<file path="config.mk">
export PLATFORM = sky130hd
export DESIGN_NAME = uart_tx_arbiter
export DESIGN_NICKNAME = d
export VERILOG_FILES = /design/src/rtl/uart_tx_arbiter.sv
export SDC_FILE = /design/constraint.sdc
export NUM_CORES = 1
export LEC_CHECK = 0
export BUFFER_PORTS_ARGS = -buffer_cell sky130_fd_sc_hd__clkbuf_2
export CORE_ASPECT_RATIO = 1.75
export CORE_MARGIN = 2
export CORE_UTILIZATION = 49
export DETAILED_ROUTE_END_ITERATION = 10
export PLACE_DENSITY = 0.77
export SLEW_MARGIN = 40
export SYNTH_ARGS = -nofsm -noshare
export SYNTH_HDL_FRONTEND = slang
export SYNTH_SLANG_ARGS = --single-unit
</file>
<file path="constraint.sdc">
create_clock -name clk96 -period 2 [get_ports clk96]
set_input_delay 0.3 -clock clk96 [delete_from_list [all_inputs] [get_ports clk96]]
set_output_delay 0.3 -clock clk96 [all_outputs]
set_load 0.005 [all_outputs]
</file>
<file path="src/rtl/uart_tx_arbiter.sv">
// Round-robin, packet-granular arbiter sharing one UART transmit byte path
// between NREQ requesters, paced against tx_full with a mid-packet stall timeout.
module uart_tx_arbiter #(
    parameter int NREQ        = 2,
    parameter int TIMEOUT_CYC = 1023,
    parameter int TW          = 10
) (
    input  logic              clk96,
    input  logic              rst_n,
    input  logic [NREQ-1:0]   req_valid,
    input  logic [8*NREQ-1:0] req_data,
    input  logic [NREQ-1:0]   req_last,
    output logic [NREQ-1:0]   req_ready,
    input  logic              tx_full,
    output logic [7:0]        tx_data,
    output logic              tx_write,
    output logic              busy,
    output logic [1:0]        grant_id,
    output logic              timeout_err
);

    typedef enum logic {
        S_IDLE   = 1'b0,
        S_STREAM = 1'b1
    } state_t;

    state_t        state_q, state_d;
    logic [1:0]    grant_q, grant_d;
    logic [1:0]    rr_q, rr_d;
    logic [TW-1:0] cnt_q, cnt_d;
    logic [7:0]    tx_data_q, tx_data_d;
    logic          tx_write_q, tx_write_d;
    logic          busy_q, busy_d;
    logic          timeout_err_q, timeout_err_d;

    logic          found_s;
    logic [1:0]    pick_s;
    logic          grant_valid_s;
    logic          lane_last_s;
    logic [7:0]    lane_byte_s;
    logic          timeout_hit_s;
    logic          xfer_s;
    logic [1:0]    next_ptr_s;

    // State register: all flops, asynchronous active-low reset.
    always_ff @(posedge clk96 or negedge rst_n) begin
        if (!rst_n) begin
            state_q       <= S_IDLE;
            grant_q       <= 2'd0;
            rr_q          <= 2'd0;
            cnt_q         <= '0;
            tx_data_q     <= 8'h00;
            tx_write_q    <= 1'b0;
            busy_q        <= 1'b0;
            timeout_err_q <= 1'b0;
        end else begin
            state_q       <= state_d;
            grant_q       <= grant_d;
            rr_q          <= rr_d;
            cnt_q         <= cnt_d;
            tx_data_q     <= tx_data_d;
            tx_write_q    <= tx_write_d;
            busy_q        <= busy_d;
            timeout_err_q <= timeout_err_d;
        end
    end

    // Round-robin search from rr_q; iterating backwards lets the nearest valid index win.
    always_comb begin
        found_s = 1'b0;
        pick_s  = rr_q;
        for (int k = NREQ - 1; k >= 0; k--) begin
            found_s = found_s | 1'(req_valid >> ((int'(rr_q) + k) % NREQ));
            pick_s  = 1'(req_valid >> ((int'(rr_q) + k) % NREQ)) ? 2'((int'(rr_q) + k) % NREQ) : pick_s;
        end
    end

    // Granted lane selection and transfer qualification; the timeout pre-empts a late byte.
    always_comb begin
        grant_valid_s = 1'(req_valid >> grant_q);
        lane_last_s   = 1'(req_last >> grant_q);
        lane_byte_s   = 8'(req_data >> {grant_q, 3'b000});
        timeout_hit_s = (state_q == S_STREAM) && (cnt_q == TW'(TIMEOUT_CYC - 1));
        xfer_s        = (state_q == S_STREAM) && grant_valid_s && !tx_full && !tx_write_q && !timeout_hit_s;
        next_ptr_s    = (grant_q == 2'(NREQ - 1)) ? 2'd0 : grant_q + 2'd1;
    end

    // Next-state logic: grant in IDLE, stream until last byte or timeout.
    always_comb begin
        state_d = state_q;
        grant_d = grant_q;
        rr_d    = rr_q;
        cnt_d   = cnt_q;
        case (state_q)
            S_IDLE: begin
                cnt_d = '0;
                if (found_s) begin
                    state_d = S_STREAM;
                    grant_d = pick_s;
                end else begin
                    state_d = S_IDLE;
                end
            end
            S_STREAM: begin
                if (timeout_hit_s) begin
                    state_d = S_IDLE;
                    rr_d    = next_ptr_s;
                    cnt_d   = '0;
                end else if (xfer_s) begin
                    cnt_d = '0;
                    if (lane_last_s) begin
                        state_d = S_IDLE;
                        rr_d    = next_ptr_s;
                    end else begin
                        state_d = S_STREAM;
                    end
                end else begin
                    cnt_d = cnt_q + TW'(1);
                end
            end
            default: begin
                state_d = S_IDLE;
                cnt_d   = '0;
            end
        endcase
    end

    // Output logic: one-hot ready on the granted lane, registered write strobe and status.
    always_comb begin
        req_ready     = {{(NREQ-1){1'b0}}, xfer_s} << grant_q;
        tx_write_d    = xfer_s;
        tx_data_d     = xfer_s ? lane_byte_s : tx_data_q;
        busy_d        = (state_d == S_STREAM);
        timeout_err_d = timeout_hit_s;
    end

    assign tx_data     = tx_data_q;
    assign tx_write    = tx_write_q;
    assign busy        = busy_q;
    assign grant_id    = grant_q;
    assign timeout_err = timeout_err_q;

endmodule

</file>
## Word-level counts from Yosys, hierarchy flattened

Index checks and enable logic that the tools add are counted.

| cells by class | value |
|---|---|
| add/subtract/negate cells | 3 |
| multipliers | 0 |
| div/mod/pow operators | 0 |
| magnitude comparators | 0 |
| equality and inequality tests | 2 |
| shift-type cells | 6 |
| mux-type cells | 14 |
| bitwise operators | 3 |
| reductions and logical operators | 12 |

Operator list:

| cell | number |
|---|---|
| 2-bit by 32-bit right shift with 1-bit output | 1 |
| 10-bit 2-to-1 mux | 2 |
| 10-bit one-hot mux with 2 select lines | 1 |
| 16-bit by 5-bit right shift with 8-bit output | 1 |
| 2-bit 2-to-1 mux | 6 |
| 10-bit by 1-bit adder with 10-bit output, second input constant | 1 |
| 10-bit == test, second input constant | 1 |
| 1-bit logical AND | 5 |
| 1-bit 2-to-1 mux | 4 |
| 2-bit nonzero test | 2 |
| 2-bit by 2-bit right shift with 1-bit output | 2 |
| 1-bit zero test | 3 |
| 3-bit AND reduction | 1 |
| 2-bit by 1-bit adder with 2-bit output, second input constant | 1 |
| 2-bit by 1-bit == test with 1-bit output, second input constant | 1 |
| 1-bit one-hot mux with 2 select lines | 1 |
| 2-bit AND reduction | 1 |
| 1-bit by 2-bit << shifter with 2-bit output | 1 |
| 2-bit by 1-bit right shift with 1-bit output | 1 |
| 1-bit adder, second input constant | 1 |
| 1-bit AND, first input constant | 1 |
| 1-bit NOT | 1 |
| 1-bit bitwise OR | 1 |

| word-level totals | value |
|---|---|
| register bits | 25 |
| latch bits | 0 |
| RAM bits | 0 |
| ROM bits | 0 |
| logic and storage cells | 47 |
| memories kept | 0 |

## Longest topological paths before layout

Gate-level depths: netlist of run 1.

| depth | value |
|---|---|
| word-level depth | 8 |
| depth in mapped cells | 8 |

## Worst setup path before layout of run 1

OpenSTA, ideal clock, no wires.

| path | value |
|---|---|
| path kind | flip-flop to output port |
| from | register cnt_q[0] |
| to | output port req_ready[1] |
| arrival time | 1.306 ns |
| data required time | 1.700 ns |
| slack | 0.394 ns |
| stages on the path, launching flop included | 8 |
| path buffers | 0 |
| path through | dfrtp_1 inv_1 ha_1 nand4_1 or3_4 clkinv_4 nor2_1 and2_1 |

| on the way | value |
|---|---|
| word-level cells in the longest chain between the ends | 5 |

Ends and longest elaborated chain:

| element | RTL line | source |
|---|---|---|
| from (decl) | 30 | `logic [TW-1:0] cnt_q, cnt_d;` |
| from (signal assigned) | 60 | `cnt_q <= cnt_d;` |
| 10-bit == test | 83 | `timeout_hit_s = (state_q == S_STREAM) && (cnt_q == TW'(TIMEOUT_CYC - 1));` |
| 1-bit logical AND | 83 |  |
| 1-bit zero test | 84 | `xfer_s = (state_q == S_STREAM) && grant_valid_s && !tx_full && !tx_write_q && !timeout_hit_s;` |
| 1-bit logical AND | 84 |  |
| via tx_write_d | 32 | `logic tx_write_q, tx_write_d;` |
| 1-bit by 2-bit << shifter with 2-bit output | 130 | `req_ready = {{(NREQ-1){1'b0}}, xfer_s} << grant_q;` |
| to (decl) | 13 | `output logic [NREQ-1:0] req_ready,` |

The timed path passes the listed nets, and every way through them passes these cells.

## Worst setup path in the final report of run 1

Ends and elaborated chain as after synthesis.

==> summary.md, run 1 <==
| Metric | Value |
|---|---|
| Die area | 2850 um^2 |
| Worst slack, placed | 0.171 ns |
| Most common cell after layout, fill and taps aside | clkbuf_2 |
| Worst hold path class | in -> async |
| Routability cong. | 0.726 |
| Crit path max-delay family | simple AND/OR/NAND/NOR gates |
| Clock-pin slew on the worst setup and hold paths | 0.07 ns |
| YS warnings | 0 |
| Die H | 69.1 um |
| Endpoint of the worst-slack reg-to-reg timing path | tx_data[2]$_DFFE_PN0P_ |
| Ports | 38 |
| Starting Density | 51.6% |
| Share of cells above drive strength 1 | 37.9% |
| Worst-skew pair later-pin latency | 0.26 ns |
| DRC | 0 |
| Total gr overflow | 0 |
| Critical path class | reg -> out |
| Ratio of total power to cell area | 1100 nW/um^2 |
| Clock buffer depth | 2 |
| Initial antenna violation count | 0 |
| Max cap viols | 0 |
| DR vias | 988 |
| Vias in the first global route | 1036 |
| Largest net degree at the start of global routing | 25 |
| Crit. End Element | output port |
| Via density | 5.55 |
| Hold Vio Cnt, Final | 0 |
| Distinct cells, synth | 30 |
| Startpoint types | flip-flop |
| Clock skew | 0.00260 ns |
| Core area | 2300 um^2 |
| Synth Net Count | 133 |
| Drt initial violations | 17 |
| FF-to-FF Start | cnt_q[1]$_DFF_PN0_ |
| Worst path required time | 1.70 ns |
| Port bufs | 37 |
| Data arrival time of the worst path | 1.66 ns |
| H-tree levels | 1 |
| Avg Cell Area, Syn | 11.0 um^2 |
| GRT Overall Usage | 22.0% |
| Critical Path Slowest Stage Cell | or3_4 |
| Multi-input gate area | 527 um^2 |
| Final nets | 180 |
| CTS Root Buffer Type | clkbuf_8 |
| RSZ-0062 raised after global routing | yes |
| Fmax | 510 MHz |
| Max-slew headroom | 59.9% |
| Clock period minus worst slack | 1.96 ns |
| Area grow syn2layout | 25.9% |
| Die W | 41.2 um |
| Crit-path cells | inv_1, ha_1, nand4_1, or3_4, clkinv_8, nor2_1, and2_1, clkbuf_2 |
| Run status | finished, final reports clean |
| CP Max Fanout | 3 |
| Slew Viols, Final | 0 |
| Static Leak | 0.786 nW |
| Routed wire length | 2.58 mm |
| Worst Setup SP | cnt_q[0]$_DFF_PN0_ |
| Worst-Margin Slew | 0.601 ns |
| Max rail drop VDD | 0.000607 V |
| N_diodes | 0 |
| Routed Antenna Nets | 0 |
| Setup tns final | 0 ns |
| R2r worst-path depth | 7 |
| Crit path largest cell delay | 0.39 ns |
| Routed len/inst | 14.5 um |
| Mapped Area | 1190 um^2 |
| Clk sinks | 24 |
| Num rows | 23 |
| CTS Buf Count | 3 |
| Fill cells | 198 |
| Buf+Inv Stages, Crit Path | 3 |
| Drt pass-1 iters | 4 |
| CTS tree | built |
| Worst R2R Setup Slack | 0.27 ns |
| Post-synthesis register bit count | 24 |
| Period utilization | 98.0% |
| Final worst setup slack | 0.0407 ns |
| Mapped Cells | 108 |
| First-pass GRT wire length | 4.36 mm |
| Sequential share of the synthesized area | 50.6% |
| Register Area | 601 um^2 |
| HPWL after detailed placement | 1.94 mm |
| Final Setup Violations | 0 |
| Most frequent cells in the layout | 37 x clkbuf_2, 24 x dfrtp_1, 15 x nor2_1 |
-- report_power, final --
group / internal, mW / switching (mW) / total (mW)
registers: 0.629 / 0.106 / 0.736
logic: 0.324 / 0.318 / 0.642
clock network: 0.134 / 0.138 / 0.272
-- state kept, by name (all words and copies together), names as in the netlist --
register	flops
cnt_q	10
tx_data	8
tx_write	1
grant_id	2
timeout_err	1
rr_q	1
busy	1
-- through the flow --
step	instances	total power, mW	cell area [um^2]	utilization [%]	hold slack (ns)
2_1_floorplan	108	1.13	1190	-	0.00441
3_3_place_gp	167	1.32	1380	60.1	0.324
3_5_place_dp	167	1.35	1380	60.1	0.332
4_1_cts	175	1.64	1470	63.9	0.0447
5_1_grt	178	1.76	1500	64.9	0.0891
6_report	178	1.65	1500	64.9	0.0326
-- cells in the mapped netlist --
library cell   n  area [um^2]
clkinv_4       1         8.76
nand2_1        4         15.0
o41ai_1        8         70.1
buf_4          1         7.51
nand4_2        1         12.5
o21a_1         1         7.51
a21oi_1        1         5.00
nor2_1        15         56.3
nand3_1        4         20.0
nor4b_2        1         15.0
mux2i_1       10          100
xnor2_1        5         43.8
and3_1         1         6.26
ha_1           2         25.0
buf_6          2         22.5
clkbuf_1       2         7.51
xor2_1         3         26.3
or3_4          1         11.3
a31oi_1        1         6.26
mux2_4         1         15.0
o21ai_1        8         40.0
dfrtp_1       24          601
nand4_1        1         6.26
a21boi_0       1         7.51
inv_1          3         11.3
nor3_1         2         10.0
nand3_2        1         10.0
buf_2          1         5.00
o31a_1         1         8.76
and2_1         1         6.26
-- repair_timing --
item | in CTS | in global routing
endpoints found under the hold margin | 0 | 0
buffers inserted | 5 | 3
resized for setup | 1 | 1
pin swaps | 2 | 1
endpoints found under the setup margin | 1 | 2
hold buffers | 0 | 0
-- layout make-up --
type                            count  area share [%]
Inverter                            4            1.84
Tap cell                           25            2.09
Clock buffer                        3            2.76
Sequential cell                    24            40.2
Multi-Input combinational cell     74            35.2
Timing Repair Buffer               48            17.9
-- per-layer routing --
metal / wire (um) / part of all wire, % / track usage (%)
met1: 963 / 37 / 24.1
met2: 1400 / 54 / 36.5
met3: 143 / 5.5 / 4.50
met4: 66 / 2.6 / 11.1
met5: 0 / 0 / 0
-- how the worst max path moves through the flow --
| stage | endpoint | cells past startpoint |
|---|---|---|
| 2_1_floorplan | req_ready[1] | 7 |
| 3_3_place_gp | req_ready[1] | 8 |
| 3_5_place_dp | req_ready[1] | 8 |
| 4_1_cts | req_ready[1] | 8 |
| 5_1_grt | req_ready[1] | 8 |
| 6_report | req_ready[1] | 8 |
-- cell families after synthesis --
| kind of cell | after synthesis | share of synthesized area (%) |
|---|---|---|
| simple gates | 32 | 14.2 |
| flops | 24 | 50.6 |
| compound gates | 21 | 12.2 |
| mux | 11 | 9.69 |
| buf+inv | 10 | 5.27 |
| xor+xnor | 8 | 5.90 |
| fa+ha+maj | 2 | 2.11 |
(Power assumes the default switching activity.)
==> run 2, diff against run 1 <==
--- a/config.mk
+++ b/config.mk
@@ -11,6 +11,7 @@
 export CORE_UTILIZATION = 49
 export DETAILED_ROUTE_END_ITERATION = 10
 export PLACE_DENSITY = 0.77
+export REMOVE_ABC_BUFFERS = 1
 export SLEW_MARGIN = 40
 export SYNTH_ARGS = -nofsm -noshare
 export SYNTH_HDL_FRONTEND = slang
==> summary.md, run 2 (same netlist as run 1, synthesis figures left out) <==
| Metric | Value |
|---|---|
| Most common cell after layout, fill and taps aside | clkbuf_2 |
| Critical path class | reg -> out |
| Ports | 38 (unchanged) |
| Largest net degree at the start of global routing | 25 (unchanged) |
| Core area | 2300 um^2 (unchanged) |
| Area grow syn2layout | 28.1% |
| Fill cells | 189 (-4.5%) |
| P_int | 1.13 mW (+3.8%) |
| Run status | finished, final reports clean |
| GRT Overall Usage | 20.8% (-1.2 points) |
| CP Max Fanout | 3 (unchanged) |
| FF-to-FF Start | cnt_q[1]$_DFF_PN0_ |
| Largest register by flop count | cnt_q |
| Hold Vio Cnt, Final | 0 (unchanged) |
| N_diodes | 0 (unchanged) |
| Endpoint of the worst-slack reg-to-reg timing path | tx_data[7]$_DFFE_PN0P_ |
| Via density | 5.47 (-1.5%) |
| Total power | 1.70 mW (+3.1%) |
| R2r worst-path depth | 7 (unchanged) |
| Crit. End Element | output port |
| Worst-Margin Slew | 0.582 ns (-0.0190 ns) |
| Static Leak | 0.784 nW (-0.20%) |
| Initial antenna violation count | 0 (unchanged) |
| Total gr overflow | 0 (unchanged) |
| First-pass GRT wire length | 4.25 mm (-2.5%) |
| Fin area | 1520 um^2 (+1.8%) |
| Clock-pin slew on the worst setup and hold paths | 0.08 ns (about the same) |
| Setup tns final | 0 ns (unchanged) |
| Max FFs per register | 10 (unchanged) |
| Die area | 2850 um^2 (unchanged) |
| Worst-skew pair later-pin latency | 0.26 ns (about the same) |
| Sequential cell fraction of total power | 43.4% (-1.2 points) |
| Slew Viols, Final | 0 (unchanged) |
| Num rows | 23 (unchanged) |
| Period utilization | 99.0% (+1.0 points) |
| Met3 Resource Use GR | 2.89% (-1.6 points) |
| Critical Path Slowest Stage Cell | or3_4 |
| Data arrival time of the worst path | 1.68 ns (+0.02 ns) |
| Max-slew headroom | 61.2% (+1.3 points) |
| DRC | 0 (unchanged) |
| Gate power share | 37.6% (-1.3 points) |
| Startpoint types | flip-flop |
| Most frequent cells in the layout | 36 x clkbuf_2, 22 x dfrtp_1, 14 x nor2_1 |
| Routed wire length | 2.47 mm (-4.1%) |
| Drt initial violations | 8 (-9) |
| Max cap viols | 0 (unchanged) |
| Cts hold-fix bufs | 0 (unchanged) |
| Worst R2R Setup Slack | 0.27 ns (about the same) |
| DR vias | 968 (-2.0%) |
| CTS Buf Count | 3 (unchanged) |
| Die H | 69.1 um (unchanged) |
| Clk sinks | 24 (unchanged) |
| Worst path required time | 1.70 ns (about the same) |
| Final nets | 178 (-1.1%) |
| Vias in the first global route | 986 (-4.8%) |
| Share of cells above drive strength 1 | 40.1% (+2.2 points) |
| Drt pass-1 iters | 4 (unchanged) |
| Clock period minus worst slack | 1.98 ns (+0.0202 ns) |
| RSZ-0062 raised after global routing | yes |
| Routability cong. | 0.727 (+0.15%) |
| Die W | 41.2 um (unchanged) |
| Hold slack | 0.0226 ns (-0.0101 ns) |
| Net Sw Power | 572 uW (+1.7%) |
| Most Crowded Layer GR | met2 |
| Ratio of total power to cell area | 1120 nW/um^2 (+1.3%) |
| CTS tree | built |
| Port bufs | 37 (unchanged) |
| Final Setup Violations | 0 (unchanged) |
| Starting Density | 51.6% (unchanged) |
| Clock power share | 19.0% (+2.5 points) |
| Clock skew | 0.00607 ns (+0.00347 ns) |
| Switching share of power | 33.6% (-0.46 points) |
| Routed Antenna Nets | 0 (unchanged) |
| GR Util met2 | 34.0% (-2.4 points) |
| Crit path largest cell delay | 0.39 ns (about the same) |
| Fmax | 505 MHz (-1.0%) |
| Max rail drop VDD | 0.000887 V (+46%) |
| H-tree levels | 1 (unchanged) |
| HPWL after detailed placement | 1.78 mm (-8.1%) |
| Routed len/inst | 14.0 um (-3.6%) |
| CTS Root Buffer Type | clkbuf_8 |
| Clock buffer depth | 2 (unchanged) |
| Crit-path cells | inv_1, ha_2, nand4_1, or3_4, clkinv_8, nor2_4, and2_4, buf_6 |
| Worst hold path class | in -> async |
| Met1 Track Usage GR | 26.9% (+2.8 points) |
| Placed inst area | 1390 um^2 (+0.54%) |
## run 2: cell count changes in the layout (fill, tap and decap cells not counted), sizes merged
cell / previous run / this run
buf: 11 / 10
## run 2: layer usage
layer,vias up,routed length (um)
li1,474,-
met2,28,1360
met5,-,0
met3,2,100
met4,0,18
met1,464,988
## run 2: timing repair
action,in CTS,in global routing
setup endpoints to repair,1,2
pin swaps,2,2
gates cloned,0,0
setup buffers,5,0
resized for setup,1,9
## run 2: how the worst max path moves through the flow
stage | slack [ns] | to | depth (start not counted) | from
floorplan | 0.06 | req_ready[1] | 4 | grant_id[0]$_DFFE_PN0P_
CTS | -0.008 | req_ready[1] | 8 | cnt_q[0]$_DFF_PN0_
detailed placement | 0.16 | req_ready[1] | 8 | cnt_q[0]$_DFF_PN0_
global route | -0.03 | req_ready[1] | 8 | cnt_q[0]$_DFF_PN0_
finish | 0.02 | req_ready[1] | 8 | cnt_q[0]$_DFF_PN0_
global placement | 0.21 | req_ready[1] | 8 | cnt_q[0]$_DFF_PN0_
## run 2: power groups by stage
stage / Clock (mW) / Sequential (mW) / Combinational, mW
finish: 0.323 / 0.739 / 0.639
global route: 0.348 / 0.758 / 0.714
CTS: 0.329 / 0.733 / 0.629
detailed placement: 0 / 0.746 / 0.602
global placement: 0 / 0.738 / 0.583
floorplan: 0 / 0.780 / 0.313
## run 2: final cells by class
type,count,area (um^2),area share [%]
well taps,25,31.3,2.06
flip-flops and latches,24,603,39.6
inverters,4,27.5,1.81
repair buffers,46,259,17.0
multi-input cells,74,546,35.9
clock buffers,4,55.1,3.62
## run 2: through the flow
stage          cells  utilization, %  setup slack [ns]
2_1_floorplan    102               -            0.0582
5_1_grt          177            66.1           -0.0298
3_5_place_dp     168            60.4             0.157
6_report         177            66.1            0.0205
4_1_cts          177            64.8          -0.00826
3_3_place_gp     168            60.4             0.206
## run 2: critical path: cells and delay by family, from the launching register on
| kind | cells | cell delay [ns] |
|---|---|---|
| buffers and inverters | 3 | 0.24 |
| flip-flops | 1 | 0.38 |
| AND/OR/NAND/NOR | 4 | 0.66 |
| adder cells (fa/ha/maj) | 1 | 0.15 |
